File: src/rtl/fifo_burst_reader.sv
// ---------------------------------------------------------------------------
// fifo_burst_reader
//   Drains a show-ahead synchronous FIFO and re-emits its contents as
//   fixed-length bursts (BURST_LEN beats) on a valid/ready stream. When fewer
//   than BURST_LEN entries sit in the FIFO for TIMEOUT consecutive idle
//   cycles, the stragglers are flushed out as single-beat bursts.
//
// Ports
//   clk, rstn          clock (rising edge), async active-low reset
//   i_en               permits new bursts (a started burst always completes)
//   o_fifo_rden        FIFO pop strobe (combinational)
//   i_fifo_rddata      FIFO head data, valid whenever !i_fifo_empty
//   i_fifo_empty       FIFO empty
//   i_fifo_alm_empty   FIFO holds fewer than BURST_LEN entries
//   o_valid/o_data     output beat
//   o_first/o_last     burst framing, qualified by o_valid
//   i_ready            downstream accepts the beat
//   o_busy             FSM is not IDLE
//   o_burst_cnt        completed bursts (normal and flush), wraps
// ---------------------------------------------------------------------------
module fifo_burst_reader #(
  parameter int DATA_W    = 128,
  parameter int BURST_LEN = 4,
  parameter int TIMEOUT   = 16
) (
  input  logic              clk,
  input  logic              rstn,
  input  logic              i_en,
  output logic              o_fifo_rden,
  input  logic [DATA_W-1:0] i_fifo_rddata,
  input  logic              i_fifo_empty,
  input  logic              i_fifo_alm_empty,
  output logic              o_valid,
  output logic [DATA_W-1:0] o_data,
  output logic              o_first,
  output logic              o_last,
  input  logic              i_ready,
  output logic              o_busy,
  output logic [15:0]       o_burst_cnt
);

  localparam int BEAT_W = $clog2(BURST_LEN + 1);
  localparam int TMR_W  = $clog2(TIMEOUT + 1);
  localparam logic [BEAT_W-1:0] LAST_BEAT = BEAT_W'(BURST_LEN - 1);
  localparam logic [TMR_W-1:0]  TMO       = TMR_W'(TIMEOUT);

  typedef enum logic [1:0] {
    IDLE  = 2'd0,
    BURST = 2'd1,
    FLUSH = 2'd2
  } state_t;

  state_t              r_state, w_state_nxt;
  logic [BEAT_W-1:0]   r_beat,  w_beat_nxt;
  logic [TMR_W-1:0]    r_tmr,   w_tmr_nxt;

  logic                r_valid;
  logic                r_first;
  logic                r_last;
  logic [DATA_W-1:0]   r_data;
  logic [15:0]         r_cnt;

  logic                w_can_load;
  logic                w_pop;
  logic                w_ld_first;
  logic                w_ld_last;
  logic                w_accept;

  // Output register can take a beat when empty or being drained this cycle.
  assign w_can_load = !r_valid || i_ready;
  assign w_accept   = r_valid && i_ready;

  // -------------------------------------------------------------------------
  // FSM state register
  // -------------------------------------------------------------------------
  always_ff @(posedge clk or negedge rstn) begin
    if (!rstn) begin
      r_state <= IDLE;
      r_beat  <= '0;
      r_tmr   <= '0;
    end else begin
      r_state <= w_state_nxt;
      r_beat  <= w_beat_nxt;
      r_tmr   <= w_tmr_nxt;
    end
  end

  // -------------------------------------------------------------------------
  // FSM next state / pop decision
  // -------------------------------------------------------------------------
  always_comb begin
    w_state_nxt = r_state;
    w_beat_nxt  = r_beat;
    w_tmr_nxt   = r_tmr;
    w_pop       = 1'b0;
    w_ld_first  = 1'b0;
    w_ld_last   = 1'b0;

    case (r_state)
      IDLE: begin
        // Decision cycle only: never pops, so bursts are separated by >=1 cycle.
        if (i_en && !i_fifo_alm_empty && !i_fifo_empty) begin
          w_state_nxt = BURST;
          w_beat_nxt  = '0;
          w_tmr_nxt   = '0;
        end else if (i_en && !i_fifo_empty && i_fifo_alm_empty) begin
          // Starved: timer is compared before incrementing, so the flush
          // begins TIMEOUT+1 cycles after starvation is first sampled.
          if (r_tmr == TMO) begin
            w_state_nxt = FLUSH;
            w_tmr_nxt   = '0;
          end else begin
            w_tmr_nxt = r_tmr + 1'b1;
          end
        end else begin
          w_tmr_nxt = '0;
        end
      end

      BURST: begin
        // Entry guaranteed BURST_LEN entries and nothing else pops, so
        // i_fifo_empty only matters as a safety guard here.
        w_pop      = w_can_load && !i_fifo_empty;
        w_ld_first = (r_beat == '0);
        w_ld_last  = (r_beat == LAST_BEAT);
        if (w_pop) begin
          if (r_beat == LAST_BEAT) begin
            w_state_nxt = IDLE;
            w_beat_nxt  = '0;
          end else begin
            w_beat_nxt = r_beat + 1'b1;
          end
        end
      end

      FLUSH: begin
        w_pop      = w_can_load && !i_fifo_empty;
        w_ld_first = 1'b1;
        w_ld_last  = 1'b1;
        // Leave when disabled, when drained, or when enough data has piled
        // up (without a pop this cycle) to issue a full burst instead.
        if (!i_en || (!w_pop && (i_fifo_empty || !i_fifo_alm_empty)))
          w_state_nxt = IDLE;
      end

      default: begin
        w_state_nxt = IDLE;
        w_beat_nxt  = '0;
        w_tmr_nxt   = '0;
      end
    endcase
  end

  // -------------------------------------------------------------------------
  // Output register and completed-burst counter
  // -------------------------------------------------------------------------
  always_ff @(posedge clk or negedge rstn) begin
    if (!rstn) begin
      r_valid <= 1'b0;
      r_first <= 1'b0;
      r_last  <= 1'b0;
      r_data  <= '0;
      r_cnt   <= '0;
    end else begin
      // A load while the old beat is accepted replaces it with no bubble.
      if (w_pop) begin
        r_valid <= 1'b1;
        r_data  <= i_fifo_rddata;
        r_first <= w_ld_first;
        r_last  <= w_ld_last;
      end else if (w_accept) begin
        r_valid <= 1'b0;
      end

      if (w_accept && r_last)
        r_cnt <= r_cnt + 16'd1;
    end
  end

  assign o_fifo_rden = w_pop;
  assign o_valid     = r_valid;
  assign o_data      = r_data;
  assign o_first     = r_first;
  assign o_last      = r_last;
  assign o_busy      = (r_state != IDLE);
  assign o_burst_cnt = r_cnt;

endmodule

File: config.mk
export PLATFORM = sky130hd
export DESIGN_NAME = fifo_burst_reader
export DESIGN_NICKNAME = d
export VERILOG_FILES = /design/src/rtl/fifo_burst_reader.sv
export SDC_FILE = /design/constraint.sdc
export NUM_CORES = 1
export LEC_CHECK = 0
export ABC_CLOCK_PERIOD_IN_PS = 2600
export BUFFER_PORTS_ARGS = -buffer_cell sky130_fd_sc_hd__buf_2
export CAP_MARGIN = 25
export CORE_MARGIN = 8
export CORE_UTILIZATION = 48
export DETAILED_ROUTE_END_ITERATION = 16
export MAX_ROUTING_LAYER = met4
export PLACE_DENSITY = 0.85
export SYNTH_ARGS = -nofsm -noshare
export SYNTH_HDL_FRONTEND = slang
export SYNTH_SLANG_ARGS = --single-unit
File: constraint.sdc
create_clock -name clk -period 2.6 [get_ports clk]
set_clock_uncertainty 0.15 [all_clocks]
set_input_delay 0 -clock clk [delete_from_list [all_inputs] [get_ports clk]]
set_output_delay 0 -clock clk [all_outputs]
set_load 0.05 [all_outputs]
# [Yosys cells after proc, flatten, opt, wreduce, memory -nomap -nowiden]
# Index checks and enable logic that the tools add are counted.
[word_totals] register_bits=157 out_inout_bits=149
[classes] addsub=3 eq_ne=10 n_mux=20 bitwise_logic=1 n_reduce_logical=23
[ops] cell="16-bit by 1-bit adder with 16-bit output, second input constant" n=1
[ops] cell="5-bit 2-to-1 mux" n=3
[ops] cell="2-bit 2-to-1 mux" n=6
[ops] cell="5-bit one-hot mux with 2 select lines" n=1
[ops] cell="3-bit 2-to-1 mux" n=3
[ops] cell="3-bit one-hot mux with 3 select lines" n=1
[ops] cell="1-bit logical AND" n=8
[ops] cell="2-bit inequality test, second input constant" n=4
[ops] cell="3-bit inequality test, second input constant" n=2
[ops] cell="2-bit one-hot mux with 3 select lines" n=1
[ops] cell="5-bit by 1-bit adder with 5-bit output, second input constant" n=1
[ops] cell="5-bit equality test, second input constant" n=1
[ops] cell="1-bit logical NOT" n=5
[ops] cell="5-bit AND reduction" n=1
[ops] cell="1-bit one-hot mux with 2 select lines" n=2
[ops] cell="2-bit nonzero test" n=2
[ops] cell="3-bit by 1-bit adder with 3-bit output, second input constant" n=1
[ops] cell="3-bit by 2-bit equality test with 1-bit output, second input constant" n=1
[ops] cell="3-bit logical NOT" n=1
[ops] cell="1-bit logical OR" n=3
[ops] cell="1-bit 2-to-1 mux" n=3
[ops] cell="3-bit AND reduction" n=1
[ops] cell="2-bit by 1-bit equality test with 1-bit output, second input constant" n=1
[ops] cell="2-bit equality test, second input constant" n=1
[ops] cell="3 further kinds" n=3

# [Longest topological paths before layout]
[depth] depth_word=8 ltp_mapped=8 mapped_depth_nobuf=6

# [Least setup slack after synthesis]
# Ideal clock, no wire load.
[synth_path] path_type="register -> register" startpoint="register r_valid (netlist: o_valid)" endpoint="register r_data[64] (netlist: o_data[64])" setup_ns=0.125 arrival_time_ns=1.753 required_ns=2.325 setup_slack_ns=0.571 stages_incl_launch_ff=7 synth_period_minus_slack_ns=2.029 cell_sequence="dfrtp_1 > nor2b_4 > nor3b_2 > buf_6 > buf_12 > buf_6 > mux2_4"
[synth_between] elab_chain_cells=4
[synth_lines] item="from (decl)" line="57" text="logic r_valid;"
[synth_lines] item="from (signal assigned)" line="159" text="r_valid <= 1'b0;"
[synth_lines] item="from (signal assigned)" line="167" text="r_valid <= 1'b1;"
[synth_lines] item="from (signal assigned)" line="172" text="r_valid <= 1'b0;"
[synth_lines] item="1-bit logical NOT" line="70" text="assign w_can_load = !r_valid || i_ready;"
[synth_lines] item="1-bit logical OR" line="70"
[synth_lines] item="1-bit logical AND" line="123, 137"
[synth_lines] item="1-bit 2-to-1 mux"
[synth_lines] item="via o_fifo_rden" line="29" text="output logic o_fifo_rden,"
[synth_lines] item="to (signal assigned)" line="168" text="r_data <= i_fifo_rddata;"
[synth_lines] item="to (decl)" line="60" text="logic [DATA_W-1:0] r_data;"
# The timed path passes the listed nets, and every way through them passes these cells.
# A chain may end at the register's enable or synchronous reset.

# [Worst setup path in the final report]
[layout_path] startpoint="register r_state[0]" endpoint="register r_data[68] (netlist: o_data[68])"
[layout_between] elab_chain_cells=3
[layout_lines] item="from (decl)" line="53" text="state_t r_state, w_state_nxt;"
[layout_lines] item="from (signal assigned)" line="82" text="r_state <= w_state_nxt;"
[layout_lines] item="2-bit equality test or 2-bit by 1-bit equality test with 1-bit output (tied branches)" line="99" text="case (r_state)"
[layout_lines] item="2-bit OR reduction (no line) (*)"
[layout_lines] item="1-bit 2-to-1 mux (*)"
# Every way passes the cells marked *; elsewhere a longest branch is shown, timed or not.

==> results by group <==
Critical path
  – Worst reg2reg path depth: 7
  – Crit. End Element: flop
  – CP Max Fanout: 16
  – WP data arrival: 2.56 ns
  – Startpoint types: flop
  – Critical path required time: 2.74 ns
  – WS Path Type: flop to flop

Floorplanning
  – Die area: 0.0175 mm^2
  – # rows: 42
  – Boundary Pins: 283
  – Initial core utilization: 49.1%
  – Core ar.: 0.0132 mm^2
  – Chip width: 132 um
  – Die H: 132 um

Layout
  – Area grow syn2layout: 54.6%
  – Most frequent cells in the layout: 281 x buf_2, 157 x dfrtp_1, 135 x dlygate4sd3_1
  – Share of layout cells above drive strength 1: 52.9%
  – Most common library cell in the layout ignoring fill and taps: buf_2
  – Reg area: 0.00393 mm^2
  – Fin area: 0.0101 mm^2
  – NumNets Final: 982
  – Area taken by multi-input logic gates: 0.00235 mm^2
  – Final core utilization: 76.0%
  – Fill count: 781

Clock tree
  – Worst skew pair latency: 0.42 ns
  – CTS resizes: 0
  – CTS Buffer Depth: 2
  – CTS Sinks: 157
  – CTS buffer count: 17
  – CTS H-tree lvls: 4
  – CTS clk-pin slew, worst paths: 0.06 ns
  – Clock root cell: clkbuf_16
  – TritonCTS clock tree: done

Timing
  – Period utilization: 93.1%
  – # setup viols final: 0
  – Hold Fails Final Rpt: 0
  – Final TNS setup: 0 ns
  – Minimum clock period: 2.42 ns
  – Slew @ Worst Pin: 0.512 ns
  – Worst rel slew slack: 65.4%
  – Pins Over Slew Limit: 0
  – RSZ-0062 raised after global routing: no
  – Hold Slack: 0.196 ns
  – Maximum operating frequency: 413 MHz

GRT
  – Vias in the first global route: 5917
  – Pin count of the biggest net entering global routing: 82
  – Global-route wire length before repair: 35800 um
  – Total track usage: 27.3%
  – Total grt overflow: 0
  – Initial antenna violation count: 2

Detailed routing
  – Drt pass-1 iters: 5
  – DRT iter0 DRCs: 365
  – Wire per inst: 22.6 um
  – Routed vias: 5319
  – DRC viols: 0
  – Antenna-violating nets left: 0
  – Via/cell ratio: 5.16
  – Routed WL: 23300 um

Power and ir drop
  – Pleak: 4.91 nW
  – PwrDens: 1450 mW/mm^2
  – Total power draw: 14.6 mW
  – Max VDD drop: 1.09 mV

Yosys
  – Post-synth EDFFs: 0
  – Seq/Total Area, Yosys: 60.4%
  – Yosys reg bits: 157
  – Syn_area_per_cell: 15.8 um^2
  – Ys async rst share: 100%
  – Syn_nets: 553
  – Synth Flop Type: dfrtp_1
  – Ys Warns: 0
  – Yosys cell types: 39
  – Cell Area, Synth: 0.00651 mm^2
  – Gate Count Post-Synth: 411

Placement
  – Dpl cell area: 0.00807 mm^2
  – GP Congestion: 0.894
  – Post-DP HPWL: 13900 um
  – PortBufs: 282

Worst hold path
  – Hold Path Depth: 3
  – Worst Hold Class: input port to flop

Run
  – Max Cap Viol: 0

Outcome
  – Status: complete, no violations
==> layer usage <==
layer	vias to the layer above	wire [um]	part of all wire [%]	GRT usage (%)
met3	61	1640	7.0	7.34
met5	-	0	0	-
li1	2310	-	-	-
met2	290	12200	52	46.9
met1	2658	8670	37	29.2
met4	0	822	3.5	11.7
==> state kept, by name (all words and copies together) (netlist names) <==
register and count:
o_data 128, o_burst_cnt 16, r_tmr 5, r_beat 3, r_state 2, o_first 1, o_last 1, o_valid 1
==> cells by family (layout without fill, tap and decap cells) <==
kind of cell               count (synthesis)  count (layout)  synth area share, %
buffers and inverters                     26             467                 3.63
and+or+nand+nor                           53              53                 4.67
xor gates and xnor gates                  15              15                 2.02
adders and majority gates                  8               8                 1.54
other                                      0               2                    0
muxes                                    131             131                 25.8
DFF                                      157             157                 60.4
AOI/OAI and AO/OA                         21              21                 2.00
==> Yosys cell counts, types with 2 or more instances <==
cell      number  share of area [%]
a21oi_1        6               0.46
and3_1         3               0.29
nand2_1        8               0.46
o21ai_0        7               0.54
dfrtp_1      157                 60
inv_1         10               0.58
mux2_2        75                 13
buf_12         6                1.8
mux2i_1        2               0.31
nand4_1        7               0.67
nand3_1       11               0.85
buf_6          2               0.35
buf_4          7               0.81
and4_1         2               0.27
or2_1          2               0.19
nor2b_1        2               0.19
nor2_1         7               0.40
xnor2_1       14                1.9
ha_1           8                1.5
nand2b_1       3               0.29
mux2_4        54                 12
==> worst max-delay path, stage by stage (launching register included) <==
cell,delay (ns)
dfrtp_1,0.38
inv_1,0.08
ha_1,0.45
nor3b_4,0.31
buf_4,0.18
buf_4,0.18
buf_12,0.19
mux2_2,0.37
==> where the power goes <==
group,internal (mW),total (mW),switching (mW)
clock,1.60,2.57,0.969
combinational,2.31,7.75,5.44
sequential,3.54,4.26,0.721
total,7.45,14.6,7.13
==> per-stage QoR <==
stage          setup WS [ns]  std cells
3_3_place_gp           0.298        860
4_1_cts               0.0636       1027
5_1_grt               0.0741       1030
2_1_floorplan          0.571        411
3_5_place_dp           0.244        860
6_report               0.179       1030
==> final cells by class <==
| class | count | area share (%) |
|---|---|---|
| antenna | 2 | 0.0498 |
| sequential | 157 | 39.1 |
| tap | 176 | 2.19 |
| inverter | 10 | 0.373 |
| clock inverter | 12 | 1.68 |
| timing repair buffer | 426 | 29.0 |
| clock buffer | 19 | 4.30 |
| multi-input combinational | 228 | 23.3 |
==> final timing paths <==
check | slack, ns | from | to
hold / removal | 0.20 | i_fifo_rddata[115] | o_data[115]
min in group asynchronous | 0.57 | rstn | o_data[61]
hold reg to reg | 0.33 | o_burst_cnt[15] | o_burst_cnt[15]
setup reg to reg | 0.18 | r_state[0] | o_data[68]
max in group asynchronous | 1.32 | rstn | o_data[107]
setup / recovery | 0.18 | r_state[0] | o_data[68]
==> timing repair <==
action,4_1_cts,5_1_grt
setup buffers,0,1
setup endpoints to repair,0,1
hold endpoints to repair,295,0
hold buffers,136,0
(Power assumes the default switching activity.)
